### src/rtl/picomem_ahb_pkg.sv
// Shared definitions for the AHB-Lite to PicoRV32-native responder:
// bus encodings, FSM states and big-endian strobe/legality helpers.
package picomem_ahb_pkg;

    localparam logic [1:0] HtransIdle   = 2'b00;
    localparam logic [1:0] HtransBusy   = 2'b01;
    localparam logic [1:0] HtransNonseq = 2'b10;
    localparam logic [1:0] HtransSeq    = 2'b11;

    localparam logic [2:0] HsizeByte = 3'b000;
    localparam logic [2:0] HsizeHalf = 3'b001;
    localparam logic [2:0] HsizeWord = 3'b010;

    typedef enum logic [2:0] {
        StIdle,
        StCapt,
        StMem,
        StResp,
        StErr1,
        StErr2
    } state_e;

    // Big-endian lanes: byte offset 0 lives in wdata[31:24], i.e. strobe bit 3.
    function automatic logic [3:0] size_addr_to_wstrb(input logic [2:0] hsize,
                                                      input logic [1:0] addr);
        logic [3:0] strb;
        strb = 4'b0000;
        case (hsize)
            HsizeByte: strb = 4'b1000 >> addr;
            HsizeHalf: strb = addr[1] ? 4'b0011 : 4'b1100;
            HsizeWord: strb = 4'b1111;
            default:   strb = 4'b0000;
        endcase
        return strb;
    endfunction

    function automatic logic is_legal(input logic [2:0] hsize, input logic [1:0] addr);
        logic ok;
        ok = 1'b0;
        case (hsize)
            HsizeByte: ok = 1'b1;
            HsizeHalf: ok = ~addr[0];
            HsizeWord: ok = (addr == 2'b00);
            default:   ok = 1'b0;
        endcase
        return ok;
    endfunction

endpackage

### src/rtl/ahb_picomem_responder.sv
// AHB-Lite slave replaying each single transfer as a PicoRV32-native
// mem_valid/mem_ready request, with a hang-recovery timeout.
module ahb_picomem_responder
    import picomem_ahb_pkg::*;
#(
    parameter int unsigned TIMEOUT = 255
) (
    input  logic        clk,
    input  logic        reset,
    input  logic        hsel,
    input  logic [31:0] haddr,
    input  logic [1:0]  htrans,
    input  logic        hwrite,
    input  logic [2:0]  hsize,
    input  logic [2:0]  hburst,
    input  logic [3:0]  hprot,
    input  logic [31:0] hwdata,
    input  logic        hready,
    output logic        hreadyout,
    output logic        hresp,
    output logic [31:0] hrdata,
    output logic        mem_valid,
    output logic        mem_instr,
    input  logic        mem_ready,
    output logic [31:0] mem_addr,
    output logic [31:0] mem_wdata,
    output logic [3:0]  mem_wstrb,
    input  logic [31:0] mem_rdata
);

    localparam int unsigned CntW = (TIMEOUT > 0) ? $clog2(TIMEOUT + 1) : 1;

    state_e            state_q, state_d;
    logic [CntW-1:0]   cnt_q;
    logic              write_q;
    logic [31:0]       hrdata_q;
    logic              mem_instr_q;
    logic [31:0]       mem_addr_q;
    logic [31:0]       mem_wdata_q;
    logic [3:0]        mem_wstrb_q;

    logic accept;
    logic legal;
    logic can_accept;
    logic load;
    logic timed_out;

    // Burst type and HPROT beyond the opcode bit carry no meaning here.
    logic unused_bits;
    assign unused_bits = ^{hburst, htrans[0], hprot[3:1]};

    assign accept     = hsel & htrans[1] & hready;
    assign legal      = is_legal(hsize, haddr[1:0]);
    assign can_accept = (state_q == StIdle) || (state_q == StResp) || (state_q == StErr2);
    assign load       = can_accept & accept & legal;
    assign timed_out  = (TIMEOUT != 0) && (cnt_q == CntW'(TIMEOUT));

    always_comb begin
        state_d   = state_q;
        hreadyout = 1'b1;
        hresp     = 1'b0;
        case (state_q)
            StIdle, StResp, StErr2: begin
                hresp = (state_q == StErr2);
                if (accept) begin
                    state_d = legal ? StCapt : StErr1;
                end else begin
                    state_d = StIdle;
                end
            end
            StCapt: begin
                hreadyout = 1'b0;
                state_d   = StMem;
            end
            StMem: begin
                hreadyout = 1'b0;
                if (mem_ready) begin
                    state_d = StResp;
                end else if (timed_out) begin
                    state_d = StErr1;
                end
            end
            StErr1: begin
                hreadyout = 1'b0;
                hresp     = 1'b1;
                state_d   = StErr2;
            end
            default: state_d = StIdle;
        endcase
    end

    always_ff @(posedge clk) begin
        if (reset) begin
            state_q     <= StIdle;
            cnt_q       <= '0;
            write_q     <= 1'b0;
            hrdata_q    <= '0;
            mem_instr_q <= 1'b0;
            mem_addr_q  <= '0;
            mem_wdata_q <= '0;
            mem_wstrb_q <= '0;
        end else begin
            state_q <= state_d;
            // Request fields only move outside MEM, so they stay stable under mem_valid.
            if (load) begin
                write_q     <= hwrite;
                mem_instr_q <= ~hprot[0];
                mem_addr_q  <= {haddr[31:2], 2'b00};
                mem_wstrb_q <= hwrite ? size_addr_to_wstrb(hsize, haddr[1:0]) : 4'b0000;
            end
            if (state_q == StCapt) begin
                cnt_q <= '0;
                if (write_q) begin
                    mem_wdata_q <= hwdata;
                end
            end
            if (state_q == StMem) begin
                cnt_q <= cnt_q + CntW'(1);
                if (mem_ready && !write_q) begin
                    hrdata_q <= mem_rdata;
                end
            end
        end
    end

    assign mem_valid = (state_q == StMem);
    assign mem_instr = mem_instr_q;
    assign mem_addr  = mem_addr_q;
    assign mem_wdata = mem_wdata_q;
    assign mem_wstrb = mem_wstrb_q;
    assign hrdata    = hrdata_q;

endmodule

### config.mk
export PLATFORM = sky130hd
export DESIGN_NAME = ahb_picomem_responder
export DESIGN_NICKNAME = d
export VERILOG_FILES = /design/src/rtl/picomem_ahb_pkg.sv /design/src/rtl/ahb_picomem_responder.sv
export SDC_FILE = /design/constraint.sdc
export NUM_CORES = 1
export LEC_CHECK = 0
export ABC_AREA = 1
export BUFFER_PORTS_ARGS = -buffer_cell sky130_fd_sc_hd__buf_2
export CAP_MARGIN = 10
export CORE_ASPECT_RATIO = 1.75
export CORE_UTILIZATION = 47
export CTS_BUF_LIST = sky130_fd_sc_hd__clkbuf_4 sky130_fd_sc_hd__clkbuf_8
export DETAILED_ROUTE_END_ITERATION = 8
export PLACE_DENSITY = 0.83
export RECOVER_POWER = 50
export SYNTH_ARGS = -nofsm -noshare
export SYNTH_HDL_FRONTEND = slang
export SYNTH_SLANG_ARGS = --single-unit
### constraint.sdc
create_clock -name clk -period 1.6 [get_ports clk]
set_input_delay 0.08 -clock clk [delete_from_list [all_inputs] [get_ports clk]]
set_output_delay 0.08 -clock clk [all_outputs]
set_load 0.03 [all_outputs]
==> metrics.txt, run 1 <==
status=complete, no violations; CP Launch Type=register; Fmax=roughly 670 MHz; via count=just over 5k; Iter 0 DRT Violations=between 300 and 400; cell taking the most area after synthesis=dfxtp_1; RSZ-0062 raised after global routing=false; Placed Instances=slightly below 900; fin crit period=between 1 and 1.5 ns; CP Cell Sequence=inv_2 > nand3_2 > nand2_1 > nor2_4 > nand2_4 > buf_6 > o21ai_1 > nor2_1; Ys Warns=0; final hold vios=0; Post-DRT Antenna Nets=0; Post-synth EDFFs=0; Max Cap Viol=0; critical path's largest stage delay=0.41 ns; pin count of the biggest net entering global routing=66; Crit Path Class=reg2reg; setup slack after layout=0.118 ns; ranking of synthesized cells by area=dfxtp_1, nor2_1, o21ai_0, o21ai_1, nand2_1; share of layout cells above drive strength 1=0.178; first-pass GRT wire length=22.4 mm; Core Rows=45; Fill cells=658; Initial Util=0.484; Mapped Avg Cell Area=7.45 um2; final setup vio count=0; Seq/Total Area, Yosys=0.529; most frequent cell after synthesis=nor2_1; min-delay worst type=in2reg; maximum VDD drop=0.498 mV; clock tree buffer depth=2; #FFs+latches synth=roughly 110; root buffer cell=clkbuf_8; synthesized netlist cell count=564; DRC Markers=0; Post-synth ARST share=0; Layout Nets=between 900 and 1k; later-pin clock latency in the skew report=around 0.38 ns; Setup crit end kind=register; hold path start=mem_rdata[27]; R2R setup slack=approximately 0.12 ns; Routability Congestion=between 0.8 and 0.9; PwrDens=887 nW/um2; core area=a little under 9000 um2; PortBufs=~210; ys flop type=dfxtp_1; CP bufs+invs=2; die width=approximately 73 um; Syn-to-layout area delta=53.6%; Worst EP arrival=1.76 ns; top cell type's share of synthesized area=0.529; Via-to-Cell Ratio=5.14; CTS buffer count=9; Crit. Startpoint=state_q[1]; CP top delay family=simple AND/OR/NAND/NOR gates; pre-CTS WS=0.111 ns; DP HPWL=~8.4 mm; clk slew on worst S/H paths=roughly 0.10 ns; Netlist Area Pre-Place=between 4000 and 5000 um2; Fin Setup TNS=0 ns; chip height=127 um; crit share post-route=0.926; Final Core Density=0.744; DR WL/cell=between 10 and 15 um; Setup Skew=0.00886 ns; Unique masters post-synth=26; synth cell count leaders=nor2_1, dfxtp_1, o21ai_0, nand2_1, o21ai_1; Slew Limit Fails=0; CP required=approximately 1.9 ns; static leakage=about 2.7 nW; H-tree levels=3; GRT Overall Usage=0.309; total wire length=~14 mm; Slowest-stage cell, CP=dfxtp_1; ANT cells=0; fin cells=between 900 and 1k; 1st-pass router iterations=5; number of global-route vias before repair=about 4.9k; I/O pins=218; Post CTS Setup Buffer Count=0; Clock Sinks=between 100 and 150; CTS tree=built; crit-path max FO=31; worst r2r src=state_q[1]; grt ovf=0; full die area=slightly above 9000 um2; initial antenna violation count=0
[routing by layer]
layer | global-route usage | routed length [um]
met1 | 0.318 | 5290
met2 | 0.541 | 7470
met3 | 0.0568 | 940
met4 | 0.224 | 787
met5 | 0 | 0
[final timing paths]
check,to,cells past startpoint
worst max-delay path,mem_addr[11],8
worst min-delay path,hrdata[27],3
worst max register to register,mem_addr[11],8
worst min register to register,mem_addr[31],2
[cells by family after synthesis]
logic type / synth area share
adder cells (fa/ha/maj): 0.00298
AND/OR/NAND/NOR: 0.268
flip-flops: 0.529
AO/OA/AOI/OAI: 0.141
other: 0.000893
buffers and inverters: 0.0578
[layout make-up]
cell class	instances	area (um2)	share of cell area
clock inverter	6	108	0.0167
timing repair buffer	315	2010	0.312
sequential	111	2220	0.345
tap	117	146	0.0227
multi-input combinational	401	1740	0.270
clock buffer	10	138	0.0213
inverter	21	81.3	0.0126
[where the power goes]
part | internal [mW] | switching, mW | total (mW)
registers | 2.82 | 0.0372 | 2.86
clock network | 1.08 | 0.940 | 2.02
logic | 0.379 | 0.466 | 0.845
total | 4.28 | 1.44 | 5.72
[sequential cells by signal (all words and copies together), names as in the netlist]
register   flops
cnt_q          8
state_q        3
mem_addr      30
hrdata        32
mem_wdata     32
mem_wstrb      4
write_q        1
mem_instr      1
[tightest hold or removal path, cell delays in order]
cell     delay [ns]
buf_2          0.07
o21ai_0        0.09
nor2_1         0.10
[placed cells by master, fill, tap and decap left out]
cell	synthesis	routed
nor2_4	1	1
inv_4	0	1
nand3_2	2	3
nor2_2	1	1
inv_1	14	13
buf_2	10	108
bufinv_16	0	3
nand4_1	5	5
clkbuf_4	0	1
o21ai_0	69	69
a31oi_1	2	2
clkinvlp_4	0	1
ha_1	1	1
dfxtp_2	0	1
a21oi_1	8	8
clkinv_2	1	2
inv_2	5	7
buf_6	3	1
a21boi_0	5	5
clkbuf_1	16	99
dlygate4sd3_1	0	94
nand2_1	39	39
nand2_4	1	1
conb_1	1	2
buf_12	0	4
nand3_1	16	15
nand2_2	1	1
buf_4	2	8
dfxtp_1	111	110
nor2_1	217	217
clkbuf_8	0	10
o21ai_1	31	31
[per-stage QoR]
step                cell area (um2)  power (mW)  hold WS [ns]
finish                         6450        5.72       0.00737
global route                   6450        5.93        0.0264
CTS                            6560        5.71       0.00312
detailed placement             5380        3.56         0.326
global placement               5380        3.53         0.315
floorplan                      4200        3.30         0.149
[timing repair]
| item | 4_1_cts | 5_1_grt |
|---|---|---|
| endpoints found under the hold margin | 94 | 0 |
| gates resized for setup | 0 | 6 |
| endpoints found under the setup margin | 0 | 27 |
| hold buffers | 94 | 0 |
(Power assumes the default switching activity.)
==> inputs of run 2 (changes only) <==
--- a/config.mk
+++ b/config.mk
@@ -12,6 +12,7 @@
 export CORE_UTILIZATION = 47
 export CTS_BUF_LIST = sky130_fd_sc_hd__clkbuf_4 sky130_fd_sc_hd__clkbuf_8
 export DETAILED_ROUTE_END_ITERATION = 8
+export HOLD_SLACK_MARGIN = 0.06
 export PLACE_DENSITY = 0.83
 export RECOVER_POWER = 50
 export SYNTH_ARGS = -nofsm -noshare
==> run 2 against run 1 <==
Against the previous run:
- critical path depth is the same
- die area is the same
- fmax grew 0.15%
- clock-buffer cell count is the same
- hold slack gained 0.16 ns
- clock power is essentially flat
==> metrics.txt, run 2 (synthesis results as in run 1) <==
status=complete, no violations; Stages on worst setup path=8 (unchanged); initial antenna violation count=0 (unchanged); CTS tree=built; Clock Sinks=111 (unchanged); hold path cells=5 (+2); Slew Limit Fails=0 (unchanged); commonest non-fill, non-tap cells in the layout=nor2_1, dfxtp_1, buf_2; number of global-route vias before repair=4,981 (+0.89%); DRC Markers=0 (unchanged); static leakage=2.68 nW (+0.63%); R2R setup slack=0.12 ns (about the same); worst r2r src=state_q[1]; Worst EP arrival=1.75 ns (about the same); grt ovf=0 (unchanged); GRT Overall Usage=0.307 (-0.00195); Tot Pwr=5.72 mW (about the same); Syn-to-layout area delta=54.6%; final hold vios=0 (unchanged); fin cells=985 (+0.41%); CTS buffer count=9 (unchanged); Post-DRT Antenna Nets=0 (unchanged); via count=5,007 (-0.64%); Initial Util=0.484 (unchanged); maximum VDD drop=0.507 mV (+1.7%); critical path's largest stage delay=0.41 ns (about the same); Slowest-stage cell, CP=dfxtp_1; hold path start=hsel; FF/Latch Area=2220 um2 (unchanged); Core Rows=45 (unchanged); PwrDens=881 nW/um2 (-0.61%); DR WL/cell=14.6 um (-1.1%); full die area=9330 um2 (unchanged); multi-input logic area=1740 um2 (unchanged); chip height=127 um (unchanged); die width=73.5 um (unchanged); Placed Instances=871 (unchanged); Max Cap Viol=0 (unchanged); CP top delay family=simple AND/OR/NAND/NOR gates; R2R cell count=8 (unchanged); Setup Skew=0.00665 ns (-0.00221 ns); pin count of the biggest net entering global routing=66 (unchanged); Layout Nets=978 (+0.41%); CP Launch Type=register; fin crit period=1.48 ns (-0.00222 ns); Final Core Density=0.749 (+0.00462); WHS Endpoint=state_q[0]; I/O pins=218 (unchanged); CP required=1.87 ns (about the same); final setup vio count=0 (unchanged); root buffer cell=clkbuf_8; clock tree buffer depth=2 (unchanged); RSZ-0062 raised after global routing=false; CP bufs+invs=2 (unchanged); DP HPWL=8.36 mm (unchanged); crit share post-route=0.925 (-0.00139); later-pin clock latency in the skew report=0.38 ns (about the same); Iter 0 DRT Violations=366 (-7.1%); first-pass GRT wire length=22.3 mm (-0.59%); 1st-pass router iterations=5 (unchanged); Routability Congestion=0.821 (unchanged); most common cell after layout, fill and taps aside=nor2_1; PortBufs=208 (unchanged); total wire length=14.4 mm (-0.72%); share of layout cells above drive strength 1=0.177 (-0.000821); CP Cell Sequence=inv_2 > nand3_2 > nand2_1 > nor2_4 > nand2_4 > buf_6 > o21ai_1 > nor2_1; min-delay worst type=in2reg; ANT cells=0 (unchanged); H-tree levels=3 (unchanged); Fill cells=649 (-1.4%); Via-to-Cell Ratio=5.08 (-1.0%); Fmax=676 MHz (+0.15%); Crit Path Class=reg2reg; core area=8670 um2 (unchanged); Setup crit end kind=register; Fin Setup TNS=0 ns (unchanged); crit-path max FO=31 (unchanged); clk slew on worst S/H paths=0.10 ns (about the same); FF-to-FF End=mem_addr[8]
-- run 2: changes by cell type in the layout (fill, tap and decap cells not counted), sizes merged --
cell         before  now
dlygate4sd3      94   98
-- run 2: layer usage --
metal  vias up  GRT usage  routed length, um
li1       2406          -                  -
met1      2286      0.312               5210
met2       245      0.540               7410
met3        70     0.0528                919
met4         0      0.231                836
met5         -          0                  0
-- run 2: tightest hold or removal path, cell delays in order --
cell and delay, ns:
buf_2 0.10, nand3_2 0.08, nor2_4 0.05, nand2_4 0.10, a31oi_1 0.08
-- run 2: final cells by class --
cell class / count / area share
Sequential cell: 111 / 0.343
Timing Repair Buffer: 319 / 0.316
Tap cell: 117 / 0.0226
Clock buffer: 10 / 0.0212
Multi-Input combinational cell: 401 / 0.269
Inverter: 21 / 0.0125
Clock inverter: 6 / 0.0166
-- run 2: worst max path at each step --
stage,startpoint,to
after floorplan,state_q[2],state_q[2]
after global placement,state_q[2],mem_wstrb[1]
after detailed placement,state_q[2],mem_wstrb[0]
after CTS,state_q[0],hreadyout
after global routing,state_q[1],hreadyout
final,state_q[1],mem_addr[8]
-- run 2: metrics by stage --
step	cell area (um2)	hold slack, ns	setup WS [ns]
6_report	6490	0.167	0.121
5_1_grt	6490	0.185	0.00526
4_1_cts	6600	0.149	0.0314
3_5_place_dp	5380	0.326	0.111
3_3_place_gp	5380	0.315	0.169
2_1_floorplan	4200	0.149	0.298
-- run 2: what timing repair did --
item / in CTS / in global routing
hold endpoints to repair: 106 / 0
setup endpoints to repair: 0 / 27
resized for setup: 0 / 7
hold buffers: 98 / 0
setup buffers: 0 / 0
-- run 2: report_power, final --
| group | leakage (nW) | switching, mW | internal [mW] |
|---|---|---|---|
| logic | 1.66 | 0.467 | 0.385 |
| clock network | 0.122 | 0.934 | 1.08 |
| registers | 0.896 | 0.0373 | 2.82 |
==> inputs of run 3 (changes only) <==
--- a/config.mk
+++ b/config.mk
@@ -9,11 +9,11 @@
 export BUFFER_PORTS_ARGS = -buffer_cell sky130_fd_sc_hd__buf_2
 export CAP_MARGIN = 10
 export CORE_ASPECT_RATIO = 1.75
-export CORE_UTILIZATION = 47
+export CORE_UTILIZATION = 42
 export CTS_BUF_LIST = sky130_fd_sc_hd__clkbuf_4 sky130_fd_sc_hd__clkbuf_8
 export DETAILED_ROUTE_END_ITERATION = 8
 export HOLD_SLACK_MARGIN = 0.06
-export PLACE_DENSITY = 0.83
+export PLACE_DENSITY = 0.78
 export RECOVER_POWER = 50
 export SYNTH_ARGS = -nofsm -noshare
 export SYNTH_HDL_FRONTEND = slang
==> constraint.sdc (replaced) <==
create_clock -name clk -period 1.3 [get_ports clk]
set_input_delay 0.065 -clock clk [delete_from_list [all_inputs] [get_ports clk]]
set_output_delay 0.065 -clock clk [all_outputs]
set_load 0.03 [all_outputs]
==> run 3 against run 2 <==
Against the previous run:
- the run now ends with setup timing left
- hold slack improved by 0.052 ns
- first-iteration DRC count decreased by 22%
- combinational power grew 55%
- power rose by 20%
- fmax down 0.47%
- register-to-register slack got worse by 0.31 ns
- sequential power increased by 23%
- non-clock buffer count increased by 27
- clock-buffer cell count is 1 higher
- via count rose by 6.4%
- wire length up 20%
==> metrics.txt, run 3 (synthesis results as in run 1) <==
CTS buffer count=9 (unchanged); CP required=1.57 ns (-0.30 ns); static leakage=3.11 nW (+16%); grt ovf=0 (unchanged); clk slew on worst S/H paths=0.10 ns (about the same); maximum VDD drop=0.562 mV (+11%); root buffer cell=clkbuf_8; setup slack after layout=-0.186 ns (-0.307 ns); final setup vio count=72 (+72); first-pass GRT wire length=23.0 mm (+3.1%); final hold vios=0 (unchanged); hold path start=hsize[2]; full die area=10,400 um2 (+12%); Fmax=673 MHz (-0.47%); Placed Instances=887 (+1.8%); CTS tree=built; core area=9590 um2 (+11%); status=complete, but fails checks; PwrDens=938 nW/um2 (+6.5%); CP bufs+invs=3 (+1); Layout Nets=1,005 (+2.8%); Routability Congestion=0.866 (+5.5%); Slew Limit Fails=0 (unchanged); CP top delay family=simple AND/OR/NAND/NOR gates; DRC Markers=0 (unchanged); ANT cells=0 (unchanged); pre-CTS WS=-0.0909 ns (-0.202 ns); share of layout cells above drive strength 1=0.341 (+0.163); H-tree levels=3 (unchanged); Max Cap Viol=0 (unchanged); chip height=134 um (+5.7%); GRT Overall Usage=0.279 (-0.0278); worst r2r src=state_q[0]; failing checks=setup timing; crit share post-route=1.14 (+0.219); Crit. Startpoint=state_q[0]; total wire length=17.2 mm (+20%); Worst EP arrival=1.76 ns (about the same); die width=77.6 um (+5.6%); Crit Path Class=reg2reg; CP Launch Type=register; commonest non-fill, non-tap cells in the layout=nor2_1, buf_2, dfxtp_1; most common cell after layout, fill and taps aside=nor2_1; critical path's largest stage delay=0.36 ns (-0.05 ns); Via-to-Cell Ratio=5.24 (+3.1%); CP Cell Sequence=buf_6 > inv_4 > nand2_2 > nand3_2 > nor2_4 > nand2_8 > clkbuf_16 > o21ai_1 > nor2_1; pin count of the biggest net entering global routing=55 (-17%); PortBufs=208 (unchanged); Iter 0 DRT Violations=284 (-22%); Slowest-stage cell, CP=dfxtp_2; later-pin clock latency in the skew report=0.37 ns (about the same); DR WL/cell=17.0 um (+16%); I/O pins=218 (unchanged); 1st-pass router iterations=4 (-1); RSZ-0062 raised after global routing=true; Setup crit end kind=register; min-delay worst type=in2reg; DP HPWL=8.76 mm (+4.8%); fin cells=1,017 (+3.2%); Core Rows=47 (+4.4%); clock tree buffer depth=2 (unchanged); crit-path max FO=12 (-61%); Syn-to-layout area delta=73.6%; number of global-route vias before repair=5,172 (+3.8%); Initial Util=0.438 (-0.0462); Clock Sinks=111 (unchanged); initial antenna violation count=0 (unchanged); Post-DRT Antenna Nets=0 (unchanged); Setup Skew=0.0120 ns (+0.00536 ns); via count=5,328 (+6.4%); fin crit period=1.49 ns (+0.00703 ns)
## run 3: per-stage QoR
stage	setup TNS, ns	instance area [um2]	hold slack (ns)	util	total power, mW
after floorplan	0	4210	0.134	-	4.06
after global placement	-0.422	5530	0.299	0.577	4.40
after detailed placement	-2.05	5530	0.307	0.577	4.42
after CTS	-1.50	6810	0.196	0.710	6.65
after global routing	-10.81	7290	0.227	0.761	7.07
final	-6.20	7290	0.220	0.761	6.84
## run 3: where the power goes
| part | switching [mW] | total [mW] | internal, mW |
|---|---|---|---|
| registers | 0.0541 | 3.53 | 3.47 |
| clock network | 1.20 | 1.99 | 0.791 |
| logic | 0.706 | 1.32 | 0.613 |
| total | 1.96 | 6.84 | 4.88 |
## run 3: what timing repair did
item                                   CTS  global route
gates cloned                             0             8
pin swaps                                3            21
gates resized for setup                 31           170
setup endpoints to repair               42            83
endpoints found under the hold margin  102             0
hold buffers                            98             0
setup buffers                            3             5
## run 3: final timing paths
kind | to | slack, ns | cells after the start
setup / recovery | mem_addr[16] | -0.19 | 9
hold / removal | state_q[2] | 0.22 | 7
hold reg to reg | cnt_q[6] | 0.48 | 2
setup reg to reg | mem_addr[16] | -0.19 | 9
## run 3: metal layers
layer	GRT usage	routed length [um]	up-vias
met5	0	0	-
met4	0.197	1120	0
met3	0.0639	1130	108
met2	0.515	9250	324
met1	0.267	5750	2442
li1	-	-	2454
## run 3: area by class of cell
class                   count  area [um2]
inverters                  21         109
well taps                 122         153
clock buffers              11         145
flip-flops and latches    111        2230
multi-input cells         401        2070
fillers                   636        2290
clock inverters             5        38.8
repair buffers            346        2540
## run 3: tightest hold or removal path, cell delays in order
cell     delay [ns]
buf_2          0.09
nor2_2         0.04
nand2_1        0.07
nand3_1        0.08
nand2_1        0.07
nand2_1        0.06
nor2_1         0.08
